$ cat src/rtl/spi_target.sv
// SPI mode-0 target byte engine: oversampled pins, rx valid/read handshake, one-entry tx buffer.
// Optional sticky overrun flag enabled by defining SPI_TARGET_OVR_EN.
module spi_target #(
    parameter int SYNC_STAGES = 2
) (
    input  logic       clk,
    input  logic       rst,
    input  logic       scs_n,
    input  logic       sck,
    input  logic       sdi,
    output logic       sdo,
    output logic       sdo_oe,
    input  logic [7:0] tx_data,
    input  logic       tx_load,
    output logic       tx_full,
    output logic [7:0] rx_data,
    output logic       rx_valid,
    input  logic       rx_rd,
    output logic       busy,
    output logic       rx_ovr
);

    typedef enum logic {IDLE, SHIFT} state_t;

    logic [SYNC_STAGES-1:0] cs_sy, sck_sy, sdi_sy;
    logic       cs_d, sck_d;
    logic       cs_s, sck_s, sdi_s;
    logic       cs_fall, cs_rise, sck_rise, sck_fall;
    state_t     state, state_nx;
    logic       start, stop, rise_en, fall_en, xfer;
    logic [7:0] tx_buf, txsh, rxsh, tx_next;
    logic [2:0] bitcnt;
    logic       byte_cmp, byte_done;

    always_ff @(posedge clk or posedge rst) begin
        if (rst) begin
            cs_sy  <= '1;
            sck_sy <= '0;
            sdi_sy <= '1;
            cs_d   <= 1'b1;
            sck_d  <= 1'b0;
        end else begin
            cs_sy  <= {cs_sy[SYNC_STAGES-2:0], scs_n};
            sck_sy <= {sck_sy[SYNC_STAGES-2:0], sck};
            sdi_sy <= {sdi_sy[SYNC_STAGES-2:0], sdi};
            cs_d   <= cs_sy[SYNC_STAGES-1];
            sck_d  <= sck_sy[SYNC_STAGES-1];
        end
    end

    assign cs_s     = cs_sy[SYNC_STAGES-1];
    assign sck_s    = sck_sy[SYNC_STAGES-1];
    assign sdi_s    = sdi_sy[SYNC_STAGES-1];
    assign cs_fall  = cs_d & ~cs_s;
    assign cs_rise  = ~cs_d & cs_s;
    assign sck_rise = ~sck_d & sck_s;
    assign sck_fall = sck_d & ~sck_s;

    always_ff @(posedge clk or posedge rst) begin
        if (rst) state <= IDLE;
        else     state <= state_nx;
    end

    // A deselect in the same cycle as an sck edge suppresses that edge.
    always_comb begin
        state_nx = state;
        start    = 1'b0;
        stop     = 1'b0;
        rise_en  = 1'b0;
        fall_en  = 1'b0;
        case (state)
            IDLE: if (cs_fall) begin
                state_nx = SHIFT;
                start    = 1'b1;
            end
            SHIFT: if (cs_rise) begin
                state_nx = IDLE;
                stop     = 1'b1;
            end else begin
                rise_en  = sck_rise;
                fall_en  = sck_fall;
            end
            default: state_nx = IDLE;
        endcase
    end

    assign xfer    = start | (fall_en & byte_done);
    assign tx_next = tx_full ? tx_buf : 8'hFF;

    always_ff @(posedge clk or posedge rst) begin
        if (rst) begin
            tx_buf    <= 8'hFF;
            tx_full   <= 1'b0;
            txsh      <= 8'hFF;
            rxsh      <= 8'hFF;
            bitcnt    <= 3'd0;
            byte_cmp  <= 1'b0;
            byte_done <= 1'b0;
        end else begin
            byte_cmp <= 1'b0;
            // A load racing a transfer lands in the buffer after the old byte moves out.
            if (tx_load) begin
                tx_buf  <= tx_data;
                tx_full <= 1'b1;
            end else if (xfer) begin
                tx_full <= 1'b0;
            end
            if (xfer)         txsh <= tx_next;
            else if (fall_en) txsh <= {txsh[6:0], 1'b1};
            if (start || stop) begin
                bitcnt <= 3'd0;
            end else if (rise_en) begin
                rxsh     <= {rxsh[6:0], sdi_s};
                bitcnt   <= bitcnt + 3'd1;
                byte_cmp <= (bitcnt == 3'd7);
            end
            if (start || stop)              byte_done <= 1'b0;
            else if (byte_cmp)              byte_done <= 1'b1;
            else if (fall_en && byte_done)  byte_done <= 1'b0;
        end
    end

    always_ff @(posedge clk or posedge rst) begin
        if (rst) begin
            rx_data  <= 8'h00;
            rx_valid <= 1'b0;
        end else if (byte_cmp) begin
            rx_data  <= rxsh;
            rx_valid <= 1'b1;
        end else if (rx_rd) begin
            rx_valid <= 1'b0;
        end
    end

`ifdef SPI_TARGET_OVR_EN
    always_ff @(posedge clk or posedge rst) begin
        if (rst)                                   rx_ovr <= 1'b0;
        else if (byte_cmp && rx_valid && !rx_rd)   rx_ovr <= 1'b1;
        else if (rx_rd)                            rx_ovr <= 1'b0;
    end
`else
    assign rx_ovr = 1'b0;
`endif

    assign busy   = (state == SHIFT);
    assign sdo_oe = (state == SHIFT);
    assign sdo    = (state == SHIFT) ? txsh[7] : 1'b1;

endmodule

$ cat config.mk
export PLATFORM = sky130hd
export DESIGN_NAME = spi_target
export DESIGN_NICKNAME = d
export VERILOG_FILES = /design/src/rtl/spi_target.sv
export SDC_FILE = /design/constraint.sdc
export NUM_CORES = 1
export LEC_CHECK = 0
export CAP_MARGIN = 20
export CORE_UTILIZATION = 35
export CTS_CLUSTER_DIAMETER = 80
export DETAILED_ROUTE_END_ITERATION = 8
export MAX_ROUTING_LAYER = met4
export PLACE_DENSITY_LB_ADDON = 0.08
export SLEW_MARGIN = 25
export SYNTH_ARGS = -nofsm -noshare
export SYNTH_HDL_FRONTEND = slang
export SYNTH_SLANG_ARGS = --single-unit
$ cat constraint.sdc
create_clock -name clk -period 2.4 [get_ports clk]
set_clock_uncertainty 0.05 [all_clocks]
set_input_delay 0.24 -clock clk [delete_from_list [all_inputs] [get_ports clk]]
set_output_delay 0.24 -clock clk [all_outputs]
set_load 0.005 [all_outputs]
# Word level (Yosys, flattened, before mapping)

Cells that the tools add are included.

$add $sub $neg: 1
Equal/unequal tests: 1
Mux-type cells: 25
Bitwise operators: 12
Reduce and logical (&&, ||, !) cells: 8

Operator list:

| cell                | number |
|---|---|
| $mux 8              | 3 |
| $mux 1              | 19 |
| $reduce_bool 2->1   | 4 |
| $mux 3              | 2 |
| $not 1->1           | 6 |
| $and 1x1->1         | 5 |
| $add 3x1->3 const B | 1 |
| $eq 3x3->1 const B  | 1 |
| $reduce_bool 3->1   | 1 |
| $pmux 1 s2          | 1 |
| $reduce_and 2->1    | 1 |
| $logic_and 1x1->1   | 1 |
| $logic_or 1x1->1    | 1 |
| $or 1x1->1          | 1 |

Register bits: 48
Input bits: 15
Output and inout port bits: 14
Word-level logic and storage cells: 62

# Longest topological paths before layout

Gate-level depths: netlist of the first run.

Depth after elaboration: 8
Gate-level depth with buffers: 5
Depth with buffers taken out: 4

# Worst setup path before layout of the first run

OpenSTA, ideal clock, no wires.

Path type: flip-flop to flip-flop
From: register cs_d
To: register bitcnt[0]
Setup time: 125 ps
Arrival: 1270 ps
Required time: 2225 ps
Slack: 955 ps
Cell stages (with the launch flop): 5
Path buffers: 0
Period minus slack after synthesis: 1445 ps
Cell sequence: dfstp_2 -> nand2b_2 -> and4b_4 -> nor2_1 -> mux2_2

Word-level cells in the longest chain between the ends: 6
Elaborated cells between the ends (all ways): 12
Those cells by class: 7 x mux; 3 x bitwise; 2 x reduce/logical

Ends and longest elaborated chain:

| item                                        | RTL line | text |
|---|---|---|
| start, declared                             | 26       | `logic cs_d, sck_d;` |
| start signal, assigned                      | 46       | `cs_d <= cs_sy[SYNC_STAGES-1];` |
| $not 1->1                                   | 55       | `assign cs_rise = ~cs_d & cs_s;` |
| $and 1x1->1                                 | 55       |  |
| $mux 1                                      | 76       | `SHIFT: if (cs_rise) begin` |
| $mux 1                                      | 71       | `case (state)` |
| $logic_or 1x1->1                            | 110      | `if (start \|\| stop) begin` |
| $mux 3 or $reduce_bool 2->1 (tied branches) | --       |  |
| end signal, assigned                        | 114      | `bitcnt <= bitcnt + 3'd1;` |
| end, declared                               | 32       | `logic [2:0] bitcnt;` |

Parallel ways exist; a longest one is shown, timed or not.
A chain may end at the register's enable or synchronous reset.

# Final worst setup path of the first run

From: register state, in the netlist busy
To: output sdo

Word-level cells in the longest chain between the ends: 1

Ends and longest elaborated chain:

| item                   | RTL line | text |
|---|---|---|
| start, declared        | 29       | `state_t state, state_nx;` |
| start signal, assigned | 61       | `else state <= state_nx;` |
| $mux 1                 | 147      | `assign sdo = (state == SHIFT) ? txsh[7] : 1'b1;` |
| end, declared          | 11       | `output logic sdo,` |

Every way passes these cells.

==> results of run 1 <==
-- synthesized netlist by cell type, types with 2 or more instances --
cell type  instances  share of area
dfrtp_1           19           0.24
nand2b_1           2         0.0064
inv_1              9          0.017
buf_4              3          0.012
a21o_1             3          0.012
dfstp_2           29           0.39
ha_1               2          0.013
a22o_1             2         0.0090
o21ai_1            2         0.0052
clkbuf_1           2         0.0039
o21ai_0            6          0.015
a21oi_1            7          0.018
mux2_1            10          0.058
nand2_1           32          0.062
a221o_1            6          0.031
nor2_1             3         0.0058
-- cell families (layout without fill, tap and decap cells) --
| kind of cell | Yosys count | after routing | share of synthesized area |
|---|---|---|---|
| AO/OA/AOI/OAI | 31 | 31 | 0.120 |
| adder cells (fa/ha/maj) | 2 | 2 | 0.0129 |
| buffers and inverters | 16 | 45 | 0.0412 |
| flip-flops | 48 | 48 | 0.637 |
| multiplexers | 11 | 11 | 0.0638 |
| other | 1 | 1 | 0.00193 |
| AND/OR/NAND/NOR | 47 | 47 | 0.122 |
-- power by group through the flow --
stage	clock (mW)	sequential, mW	combinational (mW)
floorplan	0	1.03	0.161
global placement	0	1.06	0.209
detailed placement	0	1.06	0.215
CTS	0.655	1.05	0.218
global route	0.683	1.06	0.241
finish	0.631	1.05	0.215
-- final cells by class --
cell class                      instances  area (µm²)
Clock inverter                          1        30.0
Timing Repair Buffer                   28         278
Sequential cell                        48        1240
Fill cell                             476        2850
Clock buffer                            7        96.3
Multi-Input combinational cell         92         624
Tap cell                               70        87.6
Inverter                                9        33.8
-- state kept, by name, summed over array words and instances (netlist names), 2 cells and up --
name     flops
sdi_sy       2
cs_sy        2
sck_sy       2
rxsh         8
txsh         8
tx_buf       8
bitcnt       3
rx_data      8
-- routing by layer --
| metal | global-route usage | vias to the layer above | wire length (µm) | share of wire |
|---|---|---|---|---|
| li1 | - | 579 | - | - |
| met1 | 0.158 | 618 | 1600 | 0.49 |
| met2 | 0.179 | 25 | 1520 | 0.46 |
| met3 | 0.0323 | 6 | 121 | 0.037 |
| met4 | 0.0519 | 0 | 57 | 0.017 |
| met5 | - | - | 0 | 0 |
-- worst min path at each step --
stage	startpoint	endpoint	slack, ns	cells after the start
floorplan	scs_n	cs_sy[0]$_DFF_PP1_	0.19	0
detailed placement	sck_sy[0]$_DFF_PP0_	sck_sy[1]$_DFF_PP0_	0.29	0
CTS	rst	rx_data[5]$_DFFE_PP0P_	0.12	2
global route	rst	rx_data[5]$_DFFE_PP0P_	0.13	2
global placement	sck_sy[0]$_DFF_PP0_	sck_sy[1]$_DFF_PP0_	0.29	0
finish	rst	rx_data[5]$_DFFE_PP0P_	0.12	2
-- through the flow --
| stage | area [µm²] | setup slack (ns) | util |
|---|---|---|---|
| 2_1_floorplan | 1940 | 0.955 | - |
| 5_1_grt | 2390 | 0.570 | 0.456 |
| 3_5_place_dp | 2260 | 0.756 | 0.432 |
| 3_3_place_gp | 2260 | 0.806 | 0.432 |
| 6_report | 2390 | 0.655 | 0.456 |
| 4_1_cts | 2390 | 0.640 | 0.456 |
==> metrics.md, run 1 <==
| Metric | Value |
|---|---|
| CTS resizes | `0` |
| Crit Path Category | `reg -> out` |
| Worst Hold Class | `in -> async` |
| RSZ-0062 raised after global routing | `no` |
| Core Area | `5240 µm²` |
| Post-Route Setup TNS | `0 ns` |
| Clock power share | `0.333` |
| Vias per inst | `4.82` |
| # diodes | `0` |
| Crit path to | `sdo` |
| Critical Path Start | `busy$_DFF_PP0_` |
| Boundary Pins | `29` |
| Layout Cells excl Fill | `255` |
| Ys async rst share | `1.00` |
| Die width | `76.5 µm` |
| Area delta synth->final | `22.9%` |
| Max VDD drop | `0.508 mV` |
| Remaining DRCs | `0` |
| Die area | `5850 µm²` |
| Reg power frac | `0.554` |
| Comb power frac | `0.113` |
| Synth Cell Area | `1940 µm²` |
| CP Buf/Inv Count | `1` |
| CP endpoint kind | `output pin` |
| CP Data Required Time | `2.11 ns` |
| CTS Hold Bufs | `0` |
| Clock buffer depth | `2` |
| Crit-path slowest cell | `dfrtp_1` |
| Final nets | `201` |
| CP cell instances | `nand2b_1 > clkdlybuf4s50_1` |
| Vias in the first global route | `1166` |
| Share of cells above drive strength 1 | `0.259` |
| Initial Utilization | `0.371` |
| Total chip power | `1.90 mW` |
| PortBufs | `27` |
| DP Cell Count | `247` |
| Total congestion overflow | `0` |
| Tcrit/Tclk final | `0.727` |
| Final setup vio count | `0` |
| Syn nets | `173` |
| H-Tree Depth | `2` |
| First-pass GRT wire length | `5440 µm` |
| Wirelength per Cell | `12.9 µm` |
| R2R Setup Slk | `0.76 ns` |
| Min Hold Slack | `0.118 ns` |
| Net Switching | `0.434 mW` |
| Top_reg_cell synth | `dfstp_2` |
| GRT Total Usage | `0.122` |
| Number of enable flip-flop cells after synthesis | `0` |
| Antenna Nets Post-Route | `0` |
| Static leakage | `1.06 nW` |
| CTS tree | `done` |
| Final min period | `1.74 ns` |
| Most common cell after layout, fill and taps aside | `nand2_1` |
| Most frequent cells in the layout | `32 x nand2_1, 29 x dfstp_2, 27 x clkdlybuf4s50_1` |
| Num CTS Buffers | `5` |
| HPWL after detailed placement | `2240 µm` |
| Post-Route WL | `3300 µm` |
| Vert. Die Dim | `76.5 µm` |
| Clock Latency Late Sink | `0.30 ns` |
| # clock sinks | `48` |
| Synth cell types | `35` |
| Worst reg2reg endpoint | `bitcnt[0]$_DFFE_PP0P_` |
| Yosys Warn Count | `0` |
| FP Rows | `26` |
| Pwr/cell area | `794 nW/µm²` |
| Syn avg cell area | `12.4 µm²` |
| Antenna violations before repair | `0` |
| Startpoint types | `register` |
| Routability Congestion | `0.738` |
| Final slew viol count | `0` |
| Iter 0 DRT Violations | `79` |
| Internal power | `1.46 mW` |
| Register bit total from synthesis | `48` |
| Via count | `1228` |
| Mapped Cells | `156` |
| Max Clk Rate | `0.573 GHz` |
| Pre-Repair DR Iteration Count | `4` |
| Switch share | `0.229` |
| Setup bufs post-CTS | `0` |
| Worst r2r path cells | `4` |
| Clock-pin transition on the worst setup and hold timing paths | `0.09 ns` |
| Max_cap viols | `0` |
| Critical Path Max Stage Delay | `0.52 ns` |
| Crit Path Max Fanout | `11` |
| Register area share after synthesis | `0.637` |
| Stages on the worst setup path | `2` |
| CTS root buf | `clkbuf_8` |
| Status | `completed` |
| Critical Path AT | `1.45 ns` |
| Largest net degree at the start of global routing | `38` |
| FF-to-FF Start | `cs_d$_DFF_PP1_` |
| Delay-heaviest family, CP | `flip-flops` |
| Final hold vios | `0` |
(Power assumes the default switching activity.)
==> run 2, diff against run 1 <==
==> constraint.sdc (replaced) <==
create_clock -name clk -period 1.8 [get_ports clk]
set_clock_uncertainty 0.05 [all_clocks]
set_input_delay 0.18 -clock clk [delete_from_list [all_inputs] [get_ports clk]]
set_output_delay 0.18 -clock clk [all_outputs]
set_load 0.005 [all_outputs]
==> run 2 against run 1 <==
Against the previous run: power grew 37%; sequential power grew 33%; worst hold slack gained 0.047 ns; first-iteration DRC count grew 27%; combinational power grew 37%; largest cell class unchanged; cell count grew 0.39%; die area is the same.
==> metrics.md, run 2 (synthesized netlist as in run 1, its figures left out) <==
| Metric | Value |
|---|---|
| Pre-Repair DR Iteration Count | `4 (unchanged)` |
| Worst Hold Class | `in -> async` |
| Delay-heaviest family, CP | `flip-flops` |
| Clock Latency Late Sink | `0.30 ns (about the same)` |
| Via count | `1196 (-2.6%)` |
| Crit Path Category | `reg -> out` |
| Tcrit/Tclk final | `0.935` |
| CP endpoint kind | `output pin` |
| FF-to-FF Start | `cs_d$_DFF_PP1_` |
| Final setup margin | `0.116 ns (-0.539 ns)` |
| # diodes | `0 (unchanged)` |
| Final min period | `1.68 ns` |
| Final slew viol count | `0 (unchanged)` |
| CTS tree | `done` |
| Crit Path Max Fanout | `11 (unchanged)` |
| Total congestion overflow | `0 (unchanged)` |
| FP Rows | `26 (unchanged)` |
| Most common cell after layout, fill and taps aside | `nand2_1` |
| Worst reg2reg endpoint | `bitcnt[0]$_DFFE_PP0P_` |
| Max Clk Rate | `0.594 GHz` |
| PortBufs | `27 (unchanged)` |
| Die area | `5850 µm² (unchanged)` |
| Final Instance Area | `2410 µm² (+1.1%)` |
| Vert. Die Dim | `76.5 µm (unchanged)` |
| Pre-CTS setup slack | `0.163 ns (-0.593 ns)` |
| Multi-input gate area | `624 µm² (unchanged)` |
| Comb power frac | `0.113 (about the same)` |
| Wirelength per Cell | `13.0 µm (+0.67%)` |
| GRT Total Usage | `0.126 (+0.00408)` |
| CP Data Required Time | `1.57 ns (-0.54 ns)` |
| Die width | `76.5 µm (unchanged)` |
| Switch share | `0.224 (-0.00531)` |
| R2R Setup Slk | `0.17 ns (-0.59 ns)` |
| Static leakage | `1.07 nW (+0.97%)` |
| Worst r2r path cells | `4 (unchanged)` |
| Final nets | `202 (+0.50%)` |
| Critical Path AT | `1.45 ns (about the same)` |
| Num CTS Buffers | `5 (unchanged)` |
| Setup bufs post-CTS | `0 (unchanged)` |
| CTS Hold Bufs | `0 (unchanged)` |
| Initial Utilization | `0.371 (unchanged)` |
| Remaining DRCs | `0 (unchanged)` |
| Post-Route Setup TNS | `0 ns (unchanged)` |
| HPWL after detailed placement | `2220 µm (-0.98%)` |
| Core Area | `5240 µm² (unchanged)` |
| Most frequent cells in the layout | `32 x nand2_1, 29 x dfstp_2, 27 x clkdlybuf4s50_1` |
| Clock power share | `0.349 (+0.016)` |
| Pwr/cell area | `1080 nW/µm² (+36%)` |
| Status | `completed` |
| H-Tree Depth | `2 (unchanged)` |
| Fillers | `492 (+3.4%)` |
| Net Switching | `0.582 mW (+34%)` |
| Antenna violations before repair | `0 (unchanged)` |
| Routability Congestion | `0.687 (-6.9%)` |
| Internal power | `2.02 mW (+38%)` |
| Vias in the first global route | `1163 (-0.26%)` |
| Iter 0 DRT Violations | `100 (+27%)` |
| RSZ-0062 raised after global routing | `no` |
| # clock sinks | `48 (unchanged)` |
| CTS root buf | `clkbuf_8` |
| Final setup vio count | `0 (unchanged)` |
| Clock buffer depth | `2 (unchanged)` |
| Vias per inst | `4.67 (-3.0%)` |
| Reg power frac | `0.538 (-0.016)` |
| Max_cap viols | `0 (unchanged)` |
| Final hold vios | `0 (unchanged)` |
| Share of cells above drive strength 1 | `0.258 (-0.00139)` |
| Crit-path slowest cell | `dfrtp_1` |
| CTS resizes | `0 (unchanged)` |
| Largest net degree at the start of global routing | `49 (+29%)` |
| Clock-pin transition on the worst setup and hold timing paths | `0.09 ns (about the same)` |
| Register area | `1240 µm² (unchanged)` |
| CP Buf/Inv Count | `1 (unchanged)` |
| Antenna Nets Post-Route | `0 (unchanged)` |
| First-pass GRT wire length | `5610 µm (+3.2%)` |
| CP cell instances | `nand2b_1 > clkdlybuf4s50_1` |
| Post-DP Area | `2280 µm² (+0.89%)` |
| Stages on the worst setup path | `2 (unchanged)` |
| Startpoint types | `register` |
| Post-Route WL | `3330 µm (+1.1%)` |
| Critical Path Max Stage Delay | `0.51 ns (about the same)` |
| Total chip power | `2.60 mW (+37%)` |
| Max VDD drop | `0.537 mV (+5.7%)` |
| Boundary Pins | `29 (unchanged)` |
| Area delta synth->final | `24.3%` |
==> run 2: cell count changes in the layout (fill, tap and decap cells not counted), sizes merged <==
| cell | change |
|---|---|
| clkbuf | -1 |
| buf | +1 |
| bufinv | +1 |
==> run 2: worst max path at each step <==
| stage | startpoint | to |
|---|---|---|
| 6_report | busy$_DFF_PP0_ | sdo |
| 5_1_grt | busy$_DFF_PP0_ | sdo |
| 4_1_cts | busy$_DFF_PP0_ | sdo |
| 2_1_floorplan | cs_d$_DFF_PP1_ | bitcnt[0]$_DFFE_PP0P_ |
| 3_5_place_dp | cs_d$_DFF_PP1_ | bitcnt[0]$_DFFE_PP0P_ |
| 3_3_place_gp | cs_d$_DFF_PP1_ | bitcnt[0]$_DFFE_PP0P_ |
==> run 2: per-layer routing <==
metal	up-vias	global-route usage	wire length, µm
li1	586	-	-
met1	579	0.167	1650
met2	25	0.185	1530
met3	6	0.0263	106
met4	0	0.0577	55
met5	-	-	0
==> run 2: power by group through the flow <==
| stage | Combinational [mW] | Clock (mW) | Sequential (mW) |
|---|---|---|---|
| CTS | 0.298 | 0.937 | 1.40 |
| detailed placement | 0.295 | 0 | 1.42 |
| global route | 0.333 | 0.975 | 1.42 |
| global placement | 0.283 | 0 | 1.41 |
| floorplan | 0.215 | 0 | 1.38 |
| finish | 0.294 | 0.908 | 1.40 |
==> run 2: stage by stage <==
| stage | std cells | hold slack [ns] | utilization |
|---|---|---|---|
| 3_5_place_dp | 248 | 0.294 | 0.435 |
| 5_1_grt | 256 | 0.179 | 0.461 |
| 3_3_place_gp | 248 | 0.291 | 0.435 |
| 2_1_floorplan | 156 | 0.134 | - |
| 4_1_cts | 256 | 0.169 | 0.461 |
| 6_report | 256 | 0.165 | 0.461 |
==> run 2: worst register-to-register path, stage by stage, from the launching register on <==
cell	delay, ns
dfstp_2	0.56
nand2b_2	0.19
and4b_4	0.37
nor2_1	0.10
mux2_2	0.27
==> run 2: final cells by class <==
class / count / area share
clock buffer: 6 / 0.0301
clock inverter: 2 / 0.0249
inverter: 9 / 0.0140
multi-input combinational: 92 / 0.259
sequential: 48 / 0.513
tap: 70 / 0.0363
timing repair buffer: 29 / 0.123
==> run 3, diff against run 2 <==
--- a/config.mk
+++ b/config.mk
@@ -11,6 +11,7 @@
 export DETAILED_ROUTE_END_ITERATION = 8
 export MAX_ROUTING_LAYER = met4
 export PLACE_DENSITY_LB_ADDON = 0.08
+export SETUP_SLACK_MARGIN = 0.2
 export SLEW_MARGIN = 25
 export SYNTH_ARGS = -nofsm -noshare
 export SYNTH_HDL_FRONTEND = slang
==> run 3 against run 2 <==
Against the previous run: sequential power barely moved; register-to-register slack improved by 0.08 ns; cell area rose by 1.3%; via count increased by 0.84%; utilization increased by 0.60 points; wire length up 0.24%; sequential cell count unchanged; worst hold slack worse by 0.0071 ns; count of clock-buffer cells in the layout unchanged; first-iteration DRC count grew 28%.
==> metrics.md, run 3 (synthesized netlist as in run 1, its figures left out) <==
| Metric | Value |
|---|---|
| PortBufs | `27 (unchanged)` |
| Antenna violations before repair | `0 (unchanged)` |
| Wl on met1 | `1650 µm (+0.12%)` |
| Critical Path Start | `cs_d$_DFF_PP1_` |
| Boundary Pins | `29 (unchanged)` |
| Worst Hold Class | `in -> async` |
| CP Data Required Time | `1.97 ns (+0.40 ns)` |
| Wirelength per Cell | `12.9 µm (-0.92%)` |
| Vias per inst | `4.66 (-0.33%)` |
| Layout Cells excl Fill | `259 (+1.2%)` |
| Pwr/cell area | `1070 nW/µm² (-1.0%)` |
| Wire length on met2 | `1550 µm (+1.6%)` |
| Num CTS Buffers | `5 (unchanged)` |
| Clock buffer depth | `2 (unchanged)` |
| Die width | `76.5 µm (unchanged)` |
| DP Cell Count | `248 (unchanged)` |
| Final min period | `1.55 ns (-0.138 ns)` |
| # diodes | `0 (unchanged)` |
| H-Tree Depth | `2 (unchanged)` |
| Crit-path slowest cell | `dfstp_2` |
| Internal power | `2.02 mW (+0.26%)` |
| Net Switching | `0.583 mW (+0.20%)` |
| Pre-Repair DR Iteration Count | `4 (unchanged)` |
| Largest net degree at the start of global routing | `49 (unchanged)` |
| Post-Route Setup TNS | `0 ns (unchanged)` |
| Worst r2r path cells | `3 (-1)` |
| Tcrit/Tclk final | `0.859 (-0.0768)` |
| Post-Route WL | `3340 µm (+0.24%)` |
| CTS root buf | `clkbuf_8` |
| Vias in the first global route | `1168 (+0.43%)` |
| HPWL after detailed placement | `2220 µm (unchanged)` |
| Status | `completed` |
| Max Clk Rate | `0.647 GHz (+8.9%)` |
| Reg power frac | `0.537 (about the same)` |
| Area delta synth->final | `25.9%` |
| Remaining DRCs | `0 (unchanged)` |
| Iter 0 DRT Violations | `128 (+28%)` |
| CTS tree | `done` |
| Routability Congestion | `0.687 (unchanged)` |
| CP endpoint kind | `register` |
| Static leakage | `1.10 nW (+2.2%)` |
| Fillers | `490 (-0.41%)` |
| Switch share | `0.224 (about the same)` |
| Final hold vios | `0 (unchanged)` |
| FP Rows | `26 (unchanged)` |
| Met3 routed WL | `88 µm (-17%)` |
| RSZ-0062 raised after global routing | `yes` |
| Clock power share | `0.349 (about the same)` |
| Max_cap viols | `0 (unchanged)` |
| Critical Path AT | `1.72 ns (+0.27 ns)` |
| Share of cells above drive strength 1 | `0.286 (+0.0276)` |
| Critical Path Max Stage Delay | `0.56 ns (+0.05 ns)` |
| Crit Path Category | `reg -> reg` |
| Initial Utilization | `0.371 (unchanged)` |
| GRT Total Usage | `0.126 (unchanged)` |
| Clock Latency Late Sink | `0.30 ns (about the same)` |
| Die area | `5850 µm² (unchanged)` |
| Startpoint types | `register` |
| FF-to-FF Start | `cs_d$_DFF_PP1_` |
| Final setup margin | `0.255 ns (+0.138 ns)` |
| Total congestion overflow | `0 (unchanged)` |
| Max VDD drop | `0.546 mV (+1.7%)` |
| CP cell instances | `nor3b_4 > a21oi_2 > a221o_1` |
| Crit Path Max Fanout | `7 (-4)` |
| Antenna Nets Post-Route | `0 (unchanged)` |
| Most frequent cells in the layout | `32 x nand2_1, 29 x dfstp_2, 26 x clkdlybuf4s50_1` |
| Pre-CTS setup slack | `0.163 ns (unchanged)` |
| Final nets | `205 (+1.5%)` |
| # clock sinks | `48 (unchanged)` |
| Clock-pin transition on the worst setup and hold timing paths | `0.09 ns (about the same)` |
| Top Layer Used | `met4` |
| Comb power frac | `0.115 (+0.002)` |
| Vert. Die Dim | `76.5 µm (unchanged)` |
| First-pass GRT wire length | `5620 µm (+0.25%)` |
| Via count | `1206 (+0.84%)` |
| Final setup vio count | `0 (unchanged)` |
| Most common cell after layout, fill and taps aside | `nand2_1` |
| Final slew viol count | `0 (unchanged)` |
| Core Area | `5240 µm² (unchanged)` |
==> run 3: path summary, 6_finish.rpt <==
kind / to / slack (ns)
max: txsh[4]$_DFFE_PP1P_ / 0.25
min: rx_data[4]$_DFFE_PP0P_ / 0.16
max reg2reg: txsh[4]$_DFFE_PP1P_ / 0.25
min reg2reg: cs_sy[1]$_DFF_PP1_ / 0.31
max in group asynchronous: txsh[5]$_DFFE_PP1P_ / 1.24
min in group clk: sdi_sy[0]$_DFF_PP1_ / 0.23
==> run 3: layer usage <==
metal | up-vias | track usage
met5 | - | -
met4 | 0 | 0.0577
met3 | 6 | 0.0263
met2 | 21 | 0.185
met1 | 586 | 0.167
li1 | 593 | -
==> run 3: metrics by stage <==
step,utilization,power (mW),cell area [µm²],hold WS (ns)
finish,0.467,2.61,2440,0.158
floorplan,-,1.59,1940,0.134
detailed placement,0.435,1.71,2280,0.294
global placement,0.435,1.70,2280,0.291
CTS,0.462,2.63,2420,0.169
global route,0.467,2.74,2440,0.179
==> run 3: worst max-delay path, delay by kind of cell, from the launching register on <==
kind	cells	cell delay [ns]
flip-flops	1	0.56
AO/OA/AOI/OAI	2	0.53
AND/OR/NAND/NOR	1	0.33
==> run 3: final cells by class <==
type | count | area, µm² | share of cell area
clock inverter | 2 | 60.1 | 0.0246
inverter | 9 | 33.8 | 0.0138
sequential | 48 | 1240 | 0.507
timing repair buffer | 32 | 319 | 0.131
clock buffer | 6 | 72.6 | 0.0297
multi-input combinational | 92 | 632 | 0.258
tap | 70 | 87.6 | 0.0358
==> run 3: repair_timing <==
action | in CTS | in global routing
buffers inserted | 1 | 2
gates cloned | 0 | 0
gates resized for setup | 3 | 1
hold buffers | 0 | 0
hold endpoints to repair | 0 | 0
setup endpoints to repair | 6 | 7
==> run 3: power groups by stage <==
stage                     clock network, mW  registers, mW  logic [mW]
final                                 0.908           1.40       0.299
after global routing                  0.975           1.42       0.340
after CTS                             0.937           1.40       0.296
after detailed placement                  0           1.42       0.295
after global placement                    0           1.41       0.283
after floorplan                           0           1.38       0.215
